--- src/rtl/control_unit_if.sv ---
// Program-memory and datapath-control bus of the control unit.
// master: the control unit itself; slave: memory/datapath side.
interface control_unit_if;
    logic       start;
    logic [2:0] funcao;
    logic [3:0] valor;
    logic [3:0] seletor;
    logic [1:0] a_op;
    logic       b_ld;
    logic       b_clr;
    logic [3:0] imm;
    logic       disp_en;
    logic       busy;
    logic       done;
    logic       err;

    modport master (
        input  start, funcao, valor,
        output seletor, a_op, b_ld, b_clr, imm, disp_en, busy, done, err
    );

    modport slave (
        output start, funcao, valor,
        input  seletor, a_op, b_ld, b_clr, imm, disp_en, busy, done, err
    );
endinterface

--- src/rtl/control_unit.sv ---
// Control unit: fetches a 3-bit opcode + 4-bit immediate per program address
// and issues one-cycle datapath strobes. Each instruction spends exactly
// three cycles (FETCH, LATCH, EXEC); disp, an illegal opcode or running past
// LAST_PC ends the run in DONE.
module control_unit #(
    parameter logic [3:0] LAST_PC = 4'd15
) (
    input logic           clk,
    input logic           rst,
    control_unit_if.master bus
);

    localparam logic [2:0] S_IDLE  = 3'd0;
    localparam logic [2:0] S_FETCH = 3'd1;
    localparam logic [2:0] S_LATCH = 3'd2;
    localparam logic [2:0] S_EXEC  = 3'd3;
    localparam logic [2:0] S_DONE  = 3'd4;

    localparam logic [2:0] OP_CLRLD = 3'b000;
    localparam logic [2:0] OP_ADDLD = 3'b001;
    localparam logic [2:0] OP_ADD   = 3'b010;
    localparam logic [2:0] OP_DIV2  = 3'b011;
    localparam logic [2:0] OP_DISP  = 3'b100;

    logic [2:0] state_q, state_d;
    logic [3:0] pc_q, pc_d;
    logic [2:0] op_q, op_d;      // IR opcode field
    logic [3:0] imm_q, imm_d;    // IR immediate field, driven straight to imm
    logic       err_q, err_d;

    logic [1:0] a_op;
    logic       b_ld, b_clr, disp_en;

    // Next-state, PC/IR/err update and EXEC-only strobe decode.
    // Strobes are gated by state so they are zero whenever reset holds IDLE.
    always_comb begin
        state_d = state_q;
        pc_d    = pc_q;
        op_d    = op_q;
        imm_d   = imm_q;
        err_d   = err_q;
        a_op    = 2'b00;
        b_ld    = 1'b0;
        b_clr   = 1'b0;
        disp_en = 1'b0;
        case (state_q)
            S_IDLE: begin
                if (bus.start) begin
                    pc_d    = 4'd0;
                    err_d   = 1'b0;
                    state_d = S_FETCH;
                end
            end
            S_FETCH: state_d = S_LATCH;   // memory settle cycle, seletor stable
            S_LATCH: begin
                op_d    = bus.funcao;
                imm_d   = bus.valor;
                state_d = S_EXEC;
            end
            S_EXEC: begin
                case (op_q)
                    OP_CLRLD: begin a_op = 2'b01; b_clr = 1'b1; end
                    OP_ADDLD: b_ld = 1'b1;
                    OP_ADD:   a_op = 2'b10;
                    OP_DIV2:  a_op = 2'b11;
                    OP_DISP:  disp_en = 1'b1;
                    default:  ;
                endcase
                if (op_q == OP_DISP) begin
                    state_d = S_DONE;
                end else if (op_q > OP_DISP) begin
                    err_d   = 1'b1;
                    state_d = S_DONE;
                end else if (pc_q == LAST_PC) begin
                    // No wrap: running off the end of the program is a fault.
                    err_d   = 1'b1;
                    state_d = S_DONE;
                end else begin
                    pc_d    = pc_q + 4'd1;
                    state_d = S_FETCH;
                end
            end
            S_DONE: begin
                // A new run needs start to drop first.
                if (!bus.start) state_d = S_IDLE;
            end
            default: state_d = S_IDLE;
        endcase
    end

    // State registers with asynchronous active-high reset.
    always_ff @(posedge clk or posedge rst) begin
        if (rst) begin
            state_q <= S_IDLE;
            pc_q    <= 4'd0;
            op_q    <= 3'd0;
            imm_q   <= 4'd0;
            err_q   <= 1'b0;
        end else begin
            state_q <= state_d;
            pc_q    <= pc_d;
            op_q    <= op_d;
            imm_q   <= imm_d;
            err_q   <= err_d;
        end
    end

    assign bus.seletor = pc_q;
    assign bus.a_op    = a_op;
    assign bus.b_ld    = b_ld;
    assign bus.b_clr   = b_clr;
    assign bus.disp_en = disp_en;
    assign bus.imm     = imm_q;
    assign bus.busy    = (state_q == S_FETCH) || (state_q == S_LATCH) || (state_q == S_EXEC);
    assign bus.done    = (state_q == S_DONE);
    assign bus.err     = err_q;

endmodule

--- src/flat_wrapper.sv ---
// flat-port wrapper written by rule: the top's interface ports become plain ports
module control_unit_flat 
#(
    parameter logic [3:0] LAST_PC = 4'd15
)
  (clk, rst, bus_start, bus_funcao, bus_valor, bus_seletor, bus_a_op, bus_b_ld, bus_b_clr, bus_imm, bus_disp_en, bus_busy, bus_done, bus_err);
  control_unit_if bus_i ();
  input logic clk;
  input logic rst;
  input wire logic [$bits(bus_i.start)-1:0] bus_start;
  input wire logic [$bits(bus_i.funcao)-1:0] bus_funcao;
  input wire logic [$bits(bus_i.valor)-1:0] bus_valor;
  output wire logic [$bits(bus_i.seletor)-1:0] bus_seletor;
  output wire logic [$bits(bus_i.a_op)-1:0] bus_a_op;
  output wire logic [$bits(bus_i.b_ld)-1:0] bus_b_ld;
  output wire logic [$bits(bus_i.b_clr)-1:0] bus_b_clr;
  output wire logic [$bits(bus_i.imm)-1:0] bus_imm;
  output wire logic [$bits(bus_i.disp_en)-1:0] bus_disp_en;
  output wire logic [$bits(bus_i.busy)-1:0] bus_busy;
  output wire logic [$bits(bus_i.done)-1:0] bus_done;
  output wire logic [$bits(bus_i.err)-1:0] bus_err;
  assign bus_i.start = bus_start;
  assign bus_i.funcao = bus_funcao;
  assign bus_i.valor = bus_valor;
  assign bus_seletor = bus_i.seletor;
  assign bus_a_op = bus_i.a_op;
  assign bus_b_ld = bus_i.b_ld;
  assign bus_b_clr = bus_i.b_clr;
  assign bus_imm = bus_i.imm;
  assign bus_disp_en = bus_i.disp_en;
  assign bus_busy = bus_i.busy;
  assign bus_done = bus_i.done;
  assign bus_err = bus_i.err;
  control_unit #(.LAST_PC(LAST_PC)) u_core (.clk(clk), .rst(rst), .bus(bus_i));
endmodule
--- config.mk ---
export PLATFORM = sky130hd
export DESIGN_NAME = control_unit_flat
export DESIGN_NICKNAME = d
export VERILOG_FILES = /design/src/rtl/control_unit_if.sv /design/src/rtl/control_unit.sv /design/src/flat_wrapper.sv
export SDC_FILE = /design/constraint.sdc
export NUM_CORES = 1
export LEC_CHECK = 0
export BUFFER_PORTS_ARGS = -buffer_cell sky130_fd_sc_hd__buf_2
export CELL_PAD_IN_SITES_DETAIL_PLACEMENT = 0
export CELL_PAD_IN_SITES_GLOBAL_PLACEMENT = 1
export CORE_ASPECT_RATIO = 0.9
export CORE_MARGIN = 1
export CORE_UTILIZATION = 37
export DETAILED_ROUTE_END_ITERATION = 10
export GPL_TIMING_DRIVEN = 0
export HOLD_SLACK_MARGIN = 0.08
export MAX_ROUTING_LAYER = met4
export PLACE_DENSITY_LB_ADDON = 0.1
export RECOVER_POWER = 100
export REMOVE_ABC_BUFFERS = 1
export SLEW_MARGIN = 25
export SYNTH_ARGS = -nofsm -noshare
export SYNTH_HDL_FRONTEND = slang
export SYNTH_SLANG_ARGS = --single-unit
--- constraint.sdc ---
create_clock -name clk -period 1.58 [get_ports clk]
set_input_delay 0 -clock clk [delete_from_list [all_inputs] [get_ports clk]]
set_output_delay 0 -clock clk [all_outputs]
set_load 0.03 [all_outputs]
==> impl.org <==
** Detailed routing
- Highest metal layer with signal wires :: met4
- Number of nets with antenna violations after detailed routing :: 0
- Vias/cell :: just over 5
- Total length of routed met3 wires :: 84 um
- After detailed routing, the wire length on met1 is 874 um.
- Wires add up to about 1700 um.
- Vias after detailed routing :: between 600 and 700
- After detailed routing, the number of remaining DRC violations is 0.
- Detailed-routed wire length on met2 :: between 700 and 800 um
- DRC marker count from the first detailed-route iteration :: 11
- In the final routed layout, each cell accounts on average for between 10 and 15 um.
- DR pass1 iterations :: 4

** Final layout
- Across the whole layout, storage elements account for between 300 and 400 um^2.
- Fillcell total :: about 200
- Non-filler instance count after layout :: between 100 and 150
- In the final design database the tool counted 119 nets.
- Area used by multi-input combinational logic :: approximately 390 um^2
- The post-route netlist has 34.6% of its cells at a drive strength greater than 1.
- Area overhead of the layout relative to synthesis :: 30.8%
- 0 antenna diodes ended up in the layout.

** STA
- Fin. max-slew vios :: 0
- For this run, the top clock speed supported by timing is about 660 MHz.
- The worst path in the final design needs a cycle of 1.51 ns, including I/O delays and setup.
- Worst Hold Margin :: roughly 0.33 ns
- Number of endpoints failing setup at the final stage :: 0
- Final count of hold timing violations :: 0
- Crit share post-route :: 95.4%
- For the pin with the worst max-slew slack, the measured transition is about 0.59 ns.
- In the final timing run, aggregate negative setup slack is 0 ns.
- Measured against its own limit, the worst slew margin works out to about three fifths.
- The clock arrives with about 0.00068 ns of skew.
- Setup slack of the critical path after layout :: between 0.07 and 0.08 ns
- RSZ-0062 raised after global routing :: no

** Flow run
- Across the run, the number of max-cap violations was 0.

** Global routing
- Aggregate global routing overflow :: 0
- Global router's overall resource usage :: between 10% and 20%
- First-pass GRT wire length :: approximately 2800 um
- The initial antenna violation count was 0.
- Largest net degree at the start of global routing :: 16
- The via count of the first global-routing pass came to 599.

** Clock network
- Clock root cell :: sky130_fd_sc_hd__clkbuf_4
- Clock-pin slew was measured on the worst setup and hold paths at 0.09 ns.
- In this run the deepest clock path goes through 2 buffers.
- Total number of H-tree levels :: 1
- Clock insertion delay at the later pin of the skew report :: between 0.2 and 0.3 ns
- CTS tree :: built
- CTS Sinks :: 15
- In this run, CTS created clock tree buffers numbering 3.

** Setup path
- STA classifies the critical path startpoint as a register.
- Worst setup EP type :: register
- Highest net fanout along the worst path :: 5
- CP max stage cell :: sky130_fd_sc_hd__dfrtp_1
- For the worst setup path, the data arrival time is 1.72 ns.
- Worst path max stage delay :: 0.43 ns
- For the worst setup path, the data required time is approximately 1.8 ns.
- The critical path is of the reg -> reg type.
- The critical path goes through ha_1 > a31o_2 > nor3_1 > mux2i_1.

** Place
- Global placement routability congestion :: 0.757
- Timing analysis after detailed placement gives a worst setup slack of ~0.10 ns.
- Detailed-placement wirelength estimate :: roughly 1200 um
- Port Buf Inserts :: 25
- In this run, placement finished with an instance count of between 100 and 150.

** Yosys
- Syn_area_per_cell :: between 10 and 15 um^2
- Leading cell type by number of instances after synthesis :: sky130_fd_sc_hd__dfrtp_1
- The synthesized design contains 0 enable-type register cells.
- The number of different library cells used by synthesis comes to 30.
- Number of warnings reported in the yosys synthesis log :: 0
- The synthesized design spends more area on one cell type than any other, namely sky130_fd_sc_hd__dfrtp_1.
- The share of synthesized area in the top cell type comes to between 40% and 50%.
- Most frequently used flop master after synthesis :: sky130_fd_sc_hd__dfrtp_1
- Of all flip-flops after synthesis, the portion carrying an async set or reset was 100%.
- Commonest cells in the synthesized netlist :: 15 x sky130_fd_sc_hd__dfrtp_1, 8 x sky130_fd_sc_hd__nor2_1, 7 x sky130_fd_sc_hd__mux2_2, 4 x sky130_fd_sc_hd__nand2_1, 4 x sky130_fd_sc_hd__nor3_1
- Post-synthesis cell area :: 797 um^2
- After synthesis, the cell types taking the most area are sky130_fd_sc_hd__dfrtp_1 47%, sky130_fd_sc_hd__mux2_2 9.9%, sky130_fd_sc_hd__nor2_1 3.8%.
- Synthesized flop and latch total :: 15
- Cells after Synth :: between 70 and 80
- Sequential elements use a little under half of the synthesized area.

** Run status
- Result of the run :: finished, final reports clean

** Min path
- Path class of the lowest-slack min-delay path :: in -> async

** Die
- During I/O placement, the number of pins put on the boundary was 26.
- Core area :: around 2000 um^2
- Die boundary width :: between 50 and 60 um
- The floorplan step defined a die boundary enclosing roughly 2300 um^2.
- For this configuration, the core starts out at a cell density of 40.4%.
- The die is 46.0 um tall.
- # rows :: 15

** Power and ir drop
- The analysis attributes to cell leakage a power of approximately 0.46 nW.
- PnR Total Power :: between 2 and 2.5 mW
- IR analysis of the VDD net gives a maximum drop of 1350 uV.
- Power Density :: 2060 nW/um^2
[layer usage]
layer	vias up	global-route usage (%)
li1	330	-
met1	320	22.2
met2	17	25.5
met3	2	6.33
met4	0	5.00
met5	-	-
[stage by stage]
step	instance area, um^2	utilization (%)
after floorplan	763	-
after global placement	920	46.7
after detailed placement	920	46.7
after CTS	1050	53.4
after global routing	1040	52.9
final	1040	52.9
[area by class of cell]
| cell class | instances | area share [%] |
|---|---|---|
| multi-input combinational | 51 | 37.0 |
| inverter | 1 | 0.360 |
| tap | 25 | 3.00 |
| clock buffer | 4 | 2.52 |
| timing repair buffer | 36 | 20.6 |
| sequential | 15 | 36.5 |
[registers in the layout, indices dropped and copies added, names as in the netlist]
signal and cells:
u_core.bus.err 1, u_core.bus.imm 4, u_core.bus.seletor 4, u_core.op_q 3
u_core.state_q 3
[final timing paths]
check	slack, ns	end	depth (start not counted)	startpoint
setup / recovery	0.07	u_core.bus.seletor[3]	4	u_core.bus.seletor[0]
hold / removal	0.33	u_core.bus.imm[0]	3	rst
setup reg to reg	0.07	u_core.bus.seletor[3]	4	u_core.bus.seletor[0]
hold reg to reg	0.51	u_core.bus.imm[3]	1	u_core.bus.imm[3]
max in group asynchronous	0.84	u_core.state_q[2]	3	rst
min in group clk	0.48	u_core.op_q[2]	3	bus_funcao[2]
[power by group]
group	total, mW	internal (mW)	switching [mW]
Sequential	0.817	0.573	0.244
Combinational	1.12	0.465	0.651
Clock	0.217	0.0979	0.119
[critical path: cells and delay by family, from the launching register on]
family                     cells  cell delay (ns)
AOI/OAI and AO/OA              1             0.30
DFF                            1             0.43
adders and majority gates      1             0.26
and+or+nand+nor                1             0.24
muxes                          1             0.21
[what timing repair did]
item,in CTS,in global routing
hold buffers,9,0
gates resized for setup,1,4
setup endpoints to repair,1,10
endpoints found under the hold margin,23,0
setup buffers,0,2
[kinds of logic after synthesis]
logic type	synth area share (%)
AOI/OAI and AO/OA	6.91
xor gates and xnor gates	2.20
adders and majority gates	1.57
buffers and inverters	4.71
DFF	47.1
muxes	11.1
and+or+nand+nor	26.4
[placed cells by master (no fill, tap or decap), types with 3 or more instances in the layout]
cell type,Yosys,layout
sky130_fd_sc_hd__buf_2,0,13
sky130_fd_sc_hd__clkbuf_1,1,11
sky130_fd_sc_hd__dfrtp_1,15,11
sky130_fd_sc_hd__dlygate4sd3_1,0,9
sky130_fd_sc_hd__nor2_1,8,8
sky130_fd_sc_hd__mux2_2,7,7
sky130_fd_sc_hd__nand2_1,4,4
sky130_fd_sc_hd__nor3_1,4,4
sky130_fd_sc_hd__dfrtp_2,0,4
sky130_fd_sc_hd__nand3_1,3,3
sky130_fd_sc_hd__a31oi_1,3,3
sky130_fd_sc_hd__clkbuf_4,0,3
sky130_fd_sc_hd__clkbuf_2,0,3
(Power assumes the default switching activity.)
